**src/rtl/uart_pkg.sv**
```systemverilog
`default_nettype none
// ============================================================================
// Module   : uart_pkg
// Brief    : Shared UART types and helpers: receiver state encoding, rounded
//            baud divisor and 2-of-3 majority vote.
// Revision : 1.0 - initial release
// ============================================================================
package uart_pkg;

  typedef enum logic [2:0] {
    IDLE   = 3'd0,
    START  = 3'd1,
    DATA   = 3'd2,
    PARITY = 3'd3,
    STOP   = 3'd4
  } uart_state_t;

  // Clock cycles per oversample tick, rounded to nearest and never below one.
  function automatic int calc_div(input int clk_freq, input int baud_rate,
                                  input int oversample);
    int den;
    int div;
    den = baud_rate * oversample;
    div = (clk_freq + den / 2) / den;
    return (div < 1) ? 1 : div;
  endfunction

  function automatic logic majority3(input logic a, input logic b, input logic c);
    return (a & b) | (a & c) | (b & c);
  endfunction

endpackage
`default_nettype wire

```
**src/rtl/uart_baud_tick.sv**
```systemverilog
`default_nettype none
// ============================================================================
// Module   : uart_baud_tick
// Brief    : Free-running oversample tick generator, one-cycle pulse every
//            round(CLK_FREQ/(BAUD_RATE*OVERSAMPLE)) clocks.
// Revision : 1.0 - initial release
// ============================================================================
module uart_baud_tick
  import uart_pkg::*;
#(
  parameter int CLK_FREQ   = 100_000_000,
  parameter int BAUD_RATE  = 9_600,
  parameter int OVERSAMPLE = 16
) (
  input  logic clk_fpga,
  input  logic reset,
  output logic tick
);

  localparam int c_div = calc_div(CLK_FREQ, BAUD_RATE, OVERSAMPLE);
  localparam int c_cw  = (c_div > 1) ? $clog2(c_div) : 1;
  localparam logic [c_cw-1:0] c_last = c_cw'(c_div - 1);

  logic [c_cw-1:0] r_cnt;

  always_ff @(posedge clk_fpga) begin
    if (reset) begin
      r_cnt <= '0;
    end else if (r_cnt == c_last) begin
      r_cnt <= '0;
    end else begin
      r_cnt <= r_cnt + 1'b1;
    end
  end

  assign tick = (r_cnt == c_last);

endmodule
`default_nettype wire

```
**src/rtl/uart_rx_param.sv**
```systemverilog
`default_nettype none
// ============================================================================
// Module   : uart_rx_param
// Brief    : Parametrised oversampling UART receiver with majority voting,
//            false-start rejection, framing/overrun detection and valid/ready
//            output. Optional parity checking enabled by UART_RX_PARITY_EN.
// Revision : 1.0 - initial release
// ============================================================================
module uart_rx_param
  import uart_pkg::*;
#(
  parameter int CLK_FREQ   = 100_000_000,
  parameter int BAUD_RATE  = 9_600,
  parameter int OVERSAMPLE = 16,
  parameter int DATA_BITS  = 8,
  parameter int STOP_BITS  = 1,
  parameter int PARITY_ODD = 0
) (
  input  logic                 clk_fpga,
  input  logic                 reset,
  input  logic                 rxd,
  output logic [DATA_BITS-1:0] rx_data,
  output logic                 rx_valid,
  input  logic                 rx_ready,
  output logic                 frame_err,
  output logic                 parity_err,
  output logic                 overrun_err,
  output logic                 busy
);

  localparam int c_sw = $clog2(OVERSAMPLE);
  localparam logic [c_sw-1:0] c_samp_a    = c_sw'(OVERSAMPLE / 2 - 1);
  localparam logic [c_sw-1:0] c_samp_b    = c_sw'(OVERSAMPLE / 2);
  localparam logic [c_sw-1:0] c_samp_c    = c_sw'(OVERSAMPLE / 2 + 1);
  localparam logic [c_sw-1:0] c_samp_last = c_sw'(OVERSAMPLE - 1);
  localparam logic [3:0]      c_data_last = 4'(DATA_BITS - 1);
  localparam logic [3:0]      c_stop_last = 4'(STOP_BITS - 1);

  logic                 r_rxd_meta;
  logic                 r_rxd_sync;
  logic                 w_tick;
  uart_state_t          r_state;
  logic [c_sw-1:0]      r_sample_cnt;
  logic [3:0]           r_bit_cnt;
  logic [1:0]           r_vote;
  logic [DATA_BITS-1:0] r_shift;
  logic                 r_ferr_acc;
  logic                 r_armed;
  logic [DATA_BITS-1:0] r_rx_data;
  logic                 r_rx_valid;
  logic                 r_frame_err;
  logic                 r_overrun;

  logic w_maj;
  logic w_decide;
  logic w_bit_end;
  logic w_accept;
  logic w_frame_err_final;

  uart_baud_tick #(
    .CLK_FREQ   (CLK_FREQ),
    .BAUD_RATE  (BAUD_RATE),
    .OVERSAMPLE (OVERSAMPLE)
  ) u_baud_tick (
    .clk_fpga (clk_fpga),
    .reset    (reset),
    .tick     (w_tick)
  );

  always_ff @(posedge clk_fpga) begin
    if (reset) begin
      r_rxd_meta <= 1'b1;
      r_rxd_sync <= 1'b1;
    end else begin
      r_rxd_meta <= rxd;
      r_rxd_sync <= r_rxd_meta;
    end
  end

  // Third vote is the live sample, so the decision lands on tick M+1.
  assign w_maj             = majority3(r_vote[0], r_vote[1], r_rxd_sync);
  assign w_decide          = w_tick && (r_sample_cnt == c_samp_c);
  assign w_bit_end         = w_tick && (r_sample_cnt == c_samp_last);
  assign w_accept          = r_rx_valid && rx_ready;
  assign w_frame_err_final = r_ferr_acc | ~w_maj;

`ifdef UART_RX_PARITY_EN
  logic r_par_bit;
  logic r_parity_err;
  logic w_parity_err_final;
  assign w_parity_err_final = ((^r_shift) ^ r_par_bit) != (PARITY_ODD != 0);
  assign parity_err         = r_parity_err;
`else
  logic w_unused_parity_odd;
  assign w_unused_parity_odd = (PARITY_ODD != 0);
  assign parity_err          = 1'b0;
`endif

  always_ff @(posedge clk_fpga) begin
    if (reset) begin
      r_state      <= IDLE;
      r_sample_cnt <= '0;
      r_bit_cnt    <= '0;
      r_vote       <= 2'b11;
      r_shift      <= '0;
      r_ferr_acc   <= 1'b0;
      r_armed      <= 1'b1;
      r_rx_data    <= '0;
      r_rx_valid   <= 1'b0;
      r_frame_err  <= 1'b0;
      r_overrun    <= 1'b0;
`ifdef UART_RX_PARITY_EN
      r_par_bit    <= 1'b0;
      r_parity_err <= 1'b0;
`endif
    end else begin
      r_overrun <= 1'b0;
      if (w_accept) begin
        r_rx_valid <= 1'b0;
      end

      if (w_tick && (r_state != IDLE)) begin
        if (r_sample_cnt == c_samp_a) r_vote[0] <= r_rxd_sync;
        if (r_sample_cnt == c_samp_b) r_vote[1] <= r_rxd_sync;
        r_sample_cnt <= (r_sample_cnt == c_samp_last) ? '0 : r_sample_cnt + 1'b1;
      end

      case (r_state)
        IDLE: begin
          if (w_tick) begin
            if (r_rxd_sync) begin
              r_armed <= 1'b1;
            end else if (r_armed) begin
              r_state      <= START;
              r_sample_cnt <= '0;
              r_bit_cnt    <= '0;
              r_ferr_acc   <= 1'b0;
            end
          end
        end

        START: begin
          if (w_decide && w_maj) begin
            r_state <= IDLE;
          end else if (w_bit_end) begin
            r_state <= DATA;
          end
        end

        DATA: begin
          if (w_decide) begin
            r_shift <= {w_maj, r_shift[DATA_BITS-1:1]};
          end
          if (w_bit_end) begin
            if (r_bit_cnt == c_data_last) begin
              r_bit_cnt <= '0;
`ifdef UART_RX_PARITY_EN
              r_state   <= PARITY;
`else
              r_state   <= STOP;
`endif
            end else begin
              r_bit_cnt <= r_bit_cnt + 1'b1;
            end
          end
        end

        PARITY: begin
`ifdef UART_RX_PARITY_EN
          if (w_decide) begin
            r_par_bit <= w_maj;
          end
          if (w_bit_end) begin
            r_state <= STOP;
          end
`else
          r_state <= IDLE;
`endif
        end

        STOP: begin
          if (w_decide && !w_maj) begin
            r_ferr_acc <= 1'b1;
          end
          // Completing mid-bit leaves time to catch a back-to-back start edge.
          if (w_decide && (r_bit_cnt == c_stop_last)) begin
            r_state <= IDLE;
            if (!r_rx_valid || w_accept) begin
              r_rx_data    <= r_shift;
              r_frame_err  <= w_frame_err_final;
              r_rx_valid   <= 1'b1;
`ifdef UART_RX_PARITY_EN
              r_parity_err <= w_parity_err_final;
`endif
            end else begin
              r_overrun <= 1'b1;
            end
            // A break reports once, then waits for the line to go high again.
            if (w_frame_err_final && (r_shift == '0)) begin
              r_armed <= 1'b0;
            end
          end else if (w_bit_end) begin
            r_bit_cnt <= r_bit_cnt + 1'b1;
          end
        end

        default: r_state <= IDLE;
      endcase
    end
  end

  assign rx_data     = r_rx_data;
  assign rx_valid    = r_rx_valid;
  assign frame_err   = r_frame_err;
  assign overrun_err = r_overrun;
  assign busy        = (r_state != IDLE);

endmodule
`default_nettype wire

```
**config.mk**
```make
export PLATFORM = sky130hd
export DESIGN_NAME = uart_rx_param
export DESIGN_NICKNAME = d
export VERILOG_FILES = /design/src/rtl/uart_pkg.sv /design/src/rtl/uart_baud_tick.sv /design/src/rtl/uart_rx_param.sv
export SDC_FILE = /design/constraint.sdc
export NUM_CORES = 1
export LEC_CHECK = 0
export BUFFER_PORTS_ARGS = -buffer_cell sky130_fd_sc_hd__clkbuf_2
export CAP_MARGIN = 10
export CELL_PAD_IN_SITES_DETAIL_PLACEMENT = 0
export CELL_PAD_IN_SITES_GLOBAL_PLACEMENT = 2
export CORE_MARGIN = 10
export CORE_UTILIZATION = 41
export CTS_BUF_LIST = sky130_fd_sc_hd__clkbuf_8
export DETAILED_ROUTE_END_ITERATION = 16
export HOLD_SLACK_MARGIN = 0.05
export PLACE_DENSITY = 0.91
export SKIP_CTS_REPAIR_TIMING = 1
export SLEW_MARGIN = 20
export SYNTH_ARGS = -nofsm -noshare
export SYNTH_HDL_FRONTEND = slang
export SYNTH_SLANG_ARGS = --single-unit
```
**constraint.sdc**
```tcl
create_clock -name clk_fpga -period 4.1 [get_ports clk_fpga]
set_input_delay 0 -clock clk_fpga [delete_from_list [all_inputs] [get_ports clk_fpga]]
set_output_delay 0 -clock clk_fpga [all_outputs]
set_load 0.01 [all_outputs]
```
# == Word level (Yosys, flattened, before mapping) ==
# Index checks and enable logic that the tools add are counted.
# totals
regBits,46
inputBits,4
out_inout_bits,13
word_cells,113
# op_classes
addsub,3
n_eq_ne,21
muxes,38
n_bitwise,9
reduce_logical,27
# op_table
op,n
4-bit two-way mux,13
3-bit two-way mux,8
2-bit != test (second input constant),11
7-bit AND reduction,2
1-bit two-way mux,13
4-bit == test (second input constant),3
3-bit one-hot mux with 4 select lines,1
4-bit one-hot mux with 3 select lines,1
10-bit by 1-bit adder with 10-bit output (second input constant),1
10-bit == test (second input constant),1
5-bit AND reduction,2
4-bit by 1-bit adder with 4-bit output (second input constant),2
4-bit by 3-bit == test with 1-bit output (second input constant),2
1-bit logical AND,8
8-bit logical NOT,1
2-bit AND reduction,3
3-bit nonzero test,2
4-bit logical NOT,1
1-bit one-hot mux with 2 select lines,2
1-bit AND,3
3-bit by 1-bit == test with 1-bit output (second input constant),1
3-bit by 2-bit == test with 1-bit output (second input constant),1
3-bit == test (second input constant),1
3-bit logical NOT,1
other kinds (9),14

# == Longest topological paths before layout ==
# Gate-level depths: netlist of the first run.
# depth
depth_word,9
ltp_mapped,7
depth_no_buf,6

# == By module ==
# A second synthesis of the first run with hierarchy kept.
# hier_totals
cells_unflattened,231
area_unflattened_um2,2142.1
# by_module_without_submodules
module,n_inst,cells_per_inst,area_per_inst_um2,seq_area_each_um2
uart_rx_param,1,181,1685.4,720.7
uart_baud_tick,1,50,456.7,200.2

# == Worst setup path before layout of the first run ==
# No wires, ideal clock.
# synth_path
path_type,reg2reg
from,register r_bit_cnt[0]
to,register r_rx_data[0] (netlist: rx_data[0])
setup_time_ns,0.132
arrival_time_ns,1.606
t_required_ns,3.968
path_slack_ns,2.362
path_stages_with_launch,8
path_buffers,1
period_less_slack_ns,1.738
path_cell_list,dfxtp_1 -> inv_1 -> ha_1 -> or3b_2 -> nand2b_1 -> clkbuf_1 -> o31ai_1 -> a21oi_1
# synth_between
elab_chain_cells,3
# synth_rtl
item,line_no,rtl
from (decl),uart_rx_param.sv:44,logic [3:0] r_bit_cnt;
from (signal assigned),uart_rx_param.sv:163,r_bit_cnt <= r_bit_cnt + 1'b1;
from (signal assigned),uart_rx_param.sv:203,r_bit_cnt <= r_bit_cnt + 1'b1;
4-bit logical NOT,uart_rx_param.sv:186,if (w_decide && (r_bit_cnt == c_stop_last)) begin
1-bit logical AND,uart_rx_param.sv:186,
3-bit AND reduction (no line),--,
to (signal assigned),uart_rx_param.sv:189,r_rx_data <= r_shift;
to (decl),uart_rx_param.sv:49,logic [DATA_BITS-1:0] r_rx_data;
# No other way between the ends.
# A chain may end at the register's enable or synchronous reset.

# == Final worst setup path of the first run ==
# layout_path
from,register r_sample_cnt[0]
to,register r_ferr_acc
# layout_between
elab_chain_cells,5
# layout_rtl
item,line_no,rtl
from (decl),uart_rx_param.sv:43,logic [c_sw-1:0] r_sample_cnt;
from (signal assigned),uart_rx_param.sv:125,r_sample_cnt <= (r_sample_cnt == c_samp_last) ? '0 : r_sample_cnt + 1'b1;
4-bit == test,uart_rx_param.sv:82,assign w_decide = w_tick && (r_sample_cnt == c_samp_c);
1-bit logical AND,uart_rx_param.sv:82,
1-bit logical AND,uart_rx_param.sv:182,if (w_decide && !w_maj) begin
2-bit != test (no line),--,
5-bit AND reduction (no line),--,
to (signal assigned),uart_rx_param.sv:106,r_ferr_acc <= 1'b0;
to (signal assigned),uart_rx_param.sv:137,r_ferr_acc <= 1'b0;
to (signal assigned),uart_rx_param.sv:183,r_ferr_acc <= 1'b1;
to (decl),uart_rx_param.sv:47,logic r_ferr_acc;
# No other way between the ends.

==> results of run 1 <==
-- flip-flops by register name, summed over array words and instances, names as in the netlist --
name and flops:
r_vote 2, rx_data 8, r_rxd_sync 1, u_baud_tick.r_cnt 10, r_sample_cnt 4, frame_err 1, r_state 3, r_ferr_acc 1
r_armed 1, rx_valid 1, overrun_err 1, r_shift 8, r_bit_cnt 4, r_rxd_meta 1
-- per-stage QoR --
step	utilization, %	instances	setup WS (ns)
6_report	45.9	350	1.74
3_5_place_dp	44.0	341	1.75
4_1_cts	45.7	349	1.72
2_1_floorplan	-	268	2.36
3_3_place_gp	44.0	341	1.81
5_1_grt	45.9	350	1.51
-- cells in the mapped netlist, drive strengths merged, types with 6 or more instances --
cell type  instances  area share (%)
dfxtp             46              40
nand2             14             2.3
nor2              15             2.5
clkbuf            10             1.6
inv               11             1.8
ha                 7             3.8
o31ai             10             3.3
nor4               7             2.6
o21ai             15             3.3
xnor2              6             2.3
nor3               6             1.8
nand3             21             4.6
a21oi             29             6.4
nand4             13             3.6
-- cell families after synthesis --
group / synth area share, %
flops: 40.3
compound gates: 20.5
simple gates: 27.0
fa+ha+maj: 4.27
xor+xnor: 3.07
other cells: 0.164
buf+inv: 4.60
-- layout make-up --
cell class	count	area (um2)
Clock buffer	6	82.6
Clock inverter	2	12.5
Fill cell	550	2940
Inverter	11	41.3
Multi-Input combinational cell	196	1260
Sequential cell	46	921
Tap cell	72	90.1
Timing Repair Buffer	17	92.6
-- worst reg2reg max path: stages, from the launching register on --
cell and delay [ns]:
dfxtp_1 0.43, ha_1 0.19, and3b_1 0.21, nand4_1 0.68, or3_1 0.61, a21oi_1 0.15
-- power groups by stage --
stage	Clock, W	Combinational, W	Sequential [W]
CTS	0.000302	0.0000371	0.000457
finish	0.000288	0.0000377	0.000457
detailed placement	0	0.0000368	0.000468
global placement	0	0.0000373	0.000467
global route	0.000320	0.0000424	0.000458
floorplan	0	0.0000290	0.000464
-- worst paths after layout --
path | start | to | slack (ns) | depth (start not counted)
worst min-delay path | rx_ready | rx_valid$_SDFF_PP0_ | 0.19 | 4
worst min register to register | r_rxd_meta$_SDFF_PP1_ | r_rxd_sync$_SDFF_PP1_ | 0.41 | 1
worst max register to register | r_sample_cnt[0]$_SDFF_PP0_ | r_ferr_acc$_SDFFE_PP0P_ | 1.74 | 5
worst max-delay path | r_sample_cnt[0]$_SDFF_PP0_ | r_ferr_acc$_SDFFE_PP0P_ | 1.74 | 5
-- cells in the final DEF, fill, tap and decap left out, drive strengths merged, types with 3 or more instances in the layout --
| cell | netlist | final |
|---|---|---|
| a2111oi | 4 | 4 |
| a21o | 4 | 4 |
| a21oi | 29 | 29 |
| a31oi | 4 | 4 |
| clkbuf | 10 | 21 |
| dfxtp | 46 | 46 |
| ha | 7 | 7 |
| inv | 11 | 11 |
| nand2 | 14 | 14 |
| nand3 | 21 | 21 |
| nand3b | 3 | 3 |
| nand4 | 13 | 13 |
| nor2 | 15 | 15 |
| nor2b | 3 | 3 |
| nor3 | 6 | 6 |
| nor3b | 4 | 4 |
| nor4 | 7 | 7 |
| o21ai | 15 | 15 |
| o31ai | 10 | 10 |
| or2 | 3 | 3 |
| or3b | 4 | 4 |
| xnor2 | 6 | 6 |
-- metal layers --
layer	wire length [um]	GRT usage, %	up-vias	share of wire, %
met1	2690	17.4	905	50
met5	0	0	-	0
met4	85	4.11	0	1.6
li1	-	-	1007	-
met3	235	3.25	8	4.4
met2	2340	18.8	30	44
==> results.md, run 1 <==
- Outcome: complete, no violations
- Post-route design area: 0.00250 mm2
- Largest net degree at the start of global routing: 33
- Startpoint Class: flop
- Layout net count: 288
- Final Skew: 0.00920 ns
- Initial core utilization: a little over two fifths
- P_int: 0.000598 W
- Chip Width: 94.6 um
- Top_reg_cell synth: dfxtp_1
- Max IR drop VDD: about 0.15 mV
- Syn nets: between 200 and 300
- Clock share of power: between 30 and 40%
- Crit share post-route: approximately 57%
- Die height: approximately 95 um
- Worst stage delay on the critical path: 0.68 ns
- Routed len/inst: 15.3 um
- IO Pins: 17
- CP Class: reg -> reg
- Required @ worst endpoint: between 4 and 5 ns
- Flop pwr share: 58.4%
- Worst min path class: in -> reg
- Site Rows: 27
- DP Area: 0.00239 mm2
- Fmax: ~0.42 GHz
- First-pass GRT wire length: 9180 um
- Number of synthesized flops with an enable pin: 0
- Relative slew slack: 43.8%
- # port buffers: 15
- Total GRT Usage: 12.6%
- Total Die Area: 0.00895 mm2
- Clock Tree Buf Depth: 2
- Total of max-cap violations: 0
- YS warnings: 0
- Reg clk slew, reported paths: 0.08 ns
- RSZ-0062 raised after global routing: no
- Post-layout min period: 2.36 ns
- Area Overhead vs Synth: 9.37%
- CP top delay family: simple AND/OR/NAND/NOR gates
- Hpwl dp: ~3800 um
- Final hold violations: 0
- Clk_lat worst skew: 0.30 ns
- Clock sinks: 46
- Critical-path maximum fanout: 20
- Register area share after synthesis: 40.3%
- Fin Hold WS: 0.187 ns
- Worst Tran Pin Value: 0.841 ns
- Sw frac: 23.5%
- Final wirelength: between 5000 and 6000 um
- Post-Syn Area: 0.00228 mm2
- CTS root buf: clkbuf_8
- Final Slew Violations: 0
- Vias per std cell: 5.57
- Overall power: 0.000783 W
- Combinational power share: 4.8%
- Area of the core: 0.00544 mm2
- First-pass DRT Iterations: 4
- PD cells: 313 mW/mm2
- Library cells used by synthesis: 48
- CP max stage cell: nand4_1
- Async S/R FF share, synth: 0%
- Pleak: 0.808 nW
- Gr ovfl total: 0
- Vias in the first global route: 1825
- DR iter-0 viols: 164
- H-tree depth: 2
- Initial antenna violation count: 0
- Synth Register Bits: 46
- DRC: 0
- Buf/Inv on CP: 0
- Crit path cell chain: ha_1 -> and3b_1 -> nand4_1 -> or3_1 -> a21oi_1
- Mean Syn Cell Area: 8.52 um2
- Antenna cells: 0
- Setup crit end kind: flop
- Number of CTS-inserted buffers: 5
- Setup violations, final: 0
- TritonCTS clock tree: done
- NetSw: 0.000184 W
- Share of post-route cells with drive strength above 1: 12.2%
- Routed Antenna Nets: 0
- Placer congestion estimate: 0.779
- DR vias: 1950
- Syn Inst Count: 268
- Post-Route Setup TNS: 0 ns
- Data arrival, critical path: 2.57 ns
No activity file was read; power rests on OpenSTA's default activity.
==> run 2: changes to the inputs <==
Settings changed: CORE_UTILIZATION 41 to 34, PLACE_DENSITY 0.91 to 0.81.
Clock period 4.1 ns to 1.9 ns, I/O delays scaled along.
==> results.md, run 2 (synthesized netlist as in run 1, its figures left out) <==
- Chip Width: slightly above 100 um
- Reg with most FFs: u_baud_tick.r_cnt
- Post-layout min period: about 1.8 ns
- DR vias: 2072
- First-pass DRT Iterations: 4
- Cells after DPL: 362
- Worst min path class: in -> reg
- Post-Route Setup TNS: 0 ns
- Worst reg2reg startpoint: r_bit_cnt[0]$_SDFFE_PP0P_
- First-pass GRT wire length: ~9200 um
- CTS root buf: clkbuf_8
- Util after Layout: a little over two fifths
- TritonCTS clock tree: done
- Die height: around 100 um
- Final Skew: 0.00894 ns
- Total of max-cap violations: 0
- Commonest cells after routing, fill and taps aside: dfxtp_1, a21oi_1, nand3_1
- PD cells: 725 mW/mm2
- Clock sinks: 46
- Setup violations, final: 0
- Max FFs per register: 10
- Required @ worst endpoint: about 2.1 ns
- Area Overhead vs Synth: 19.6%
- Crit share post-route: 92.9%
- Beginning of the critical path: r_bit_cnt[0]$_SDFFE_PP0P_
- Critical-path maximum fanout: 8
- RSZ-0062 raised after global routing: no
- Routed Antenna Nets: 0
- Initial core utilization: 35.6%
- DP Area: 0.00252 mm2
- # port buffers: 15
- Total GRT Usage: approximately 11%
- Final hold violations: 0
- Vias in the first global route: 1857
- H-tree depth: 2
- Routed len/inst: ~15 um
- DRC: 0
- Clock Tree Buf Depth: 2
- Final wirelength: between 5000 and 6000 um
- Post-route design area: 0.00273 mm2
- Gr ovfl total: 0
- Outcome: complete, no violations
- Clk_lat worst skew: 0.30 ns
- Max IR drop VDD: 0.327 mV
- Final Slew Violations: 0
- Layout net count: between 300 and 400
- Setup crit end kind: flop
- Hpwl dp: 4090 um
- Pleak: 0.936 nW
- Reg clk slew, reported paths: 0.09 ns
- HP Start: rx_ready
- Area of the core: 0.00642 mm2
- DR iter-0 viols: around 130
- Vias per std cell: 5.51
- Total Die Area: between 0.01 and 0.015 mm2
- Largest net degree at the start of global routing: 28
- Post-Layout Cell Count: 376
- Data arrival, critical path: 2.00 ns
- Antenna cells: 0
- Site Rows: 29
- Initial antenna violation count: 0
- Fmax: 0.566 GHz
- Placer congestion estimate: 0.788
- Commonest non-fill, non-tap cell in the layout: dfxtp_1
- Overall power: ~0.0020 W
- Number of CTS-inserted buffers: 5
- IO Pins: 17
- CP Class: reg -> reg
- Share of post-route cells with drive strength above 1: 19.1%
- Startpoint Class: flop
-- run 2: cell count changes in the layout (fill, tap and decap cells not counted), sizes merged --
| cell | change |
|---|---|
| buf | +20 |
| clkinv | -1 |
| bufinv | +2 |
| dlygate4sd3 | +1 |
| clkinvlp | -1 |
-- run 2: per-stage QoR --
stage	hold slack [ns]	setup WS, ns
final	0.207	0.135
after global routing	0.236	0.00759
after CTS	-0.118	0.00389
after detailed placement	0.190	0.0251
after global placement	0.192	0.0830
after floorplan	0.104	0.162
-- run 2: per-layer routing --
metal	share of wire [%]	GRT usage [%]	vias up
li1	-	-	1053
met1	50	15.0	960
met2	42	16.1	53
met3	6.4	2.77	6
met4	1.2	3.69	0
met5	0	0	-
-- run 2: worst max-delay path, stage by stage (launching register included) --
cell     delay, ns
dfxtp_1       0.34
inv_1         0.09
ha_1          0.15
or3b_2        0.50
nor3_2        0.17
buf_4         0.17
nand4_1       0.12
a21oi_1       0.17
-- run 2: worst paths after layout --
check	slack (ns)	cells past startpoint	endpoint
min reg2reg	0.43	1	r_rxd_sync$_SDFF_PP1_
max reg2reg	0.13	7	rx_data[6]$_SDFFE_PP0P_
max	0.13	7	rx_data[6]$_SDFFE_PP0P_
min	0.21	5	rx_valid$_SDFF_PP0_
-- run 2: power breakdown --
group | leakage (nW) | total (W) | internal (W) | switching (W)
registers | 0.372 | 0.000980 | 0.000972 | 0.00000763
clock network | 0.0714 | 0.000900 | 0.000561 | 0.000339
logic | 0.493 | 0.000100 | 0.0000368 | 0.0000635
-- run 2: final cells by class --
class	instances	area [um2]
well taps	77	96.3
repair buffers	38	251
fillers	666	3690
clock buffers	6	82.6
flip-flops and latches	46	921
inverters	11	41.3
clock inverters	2	60.1
multi-input cells	196	1280
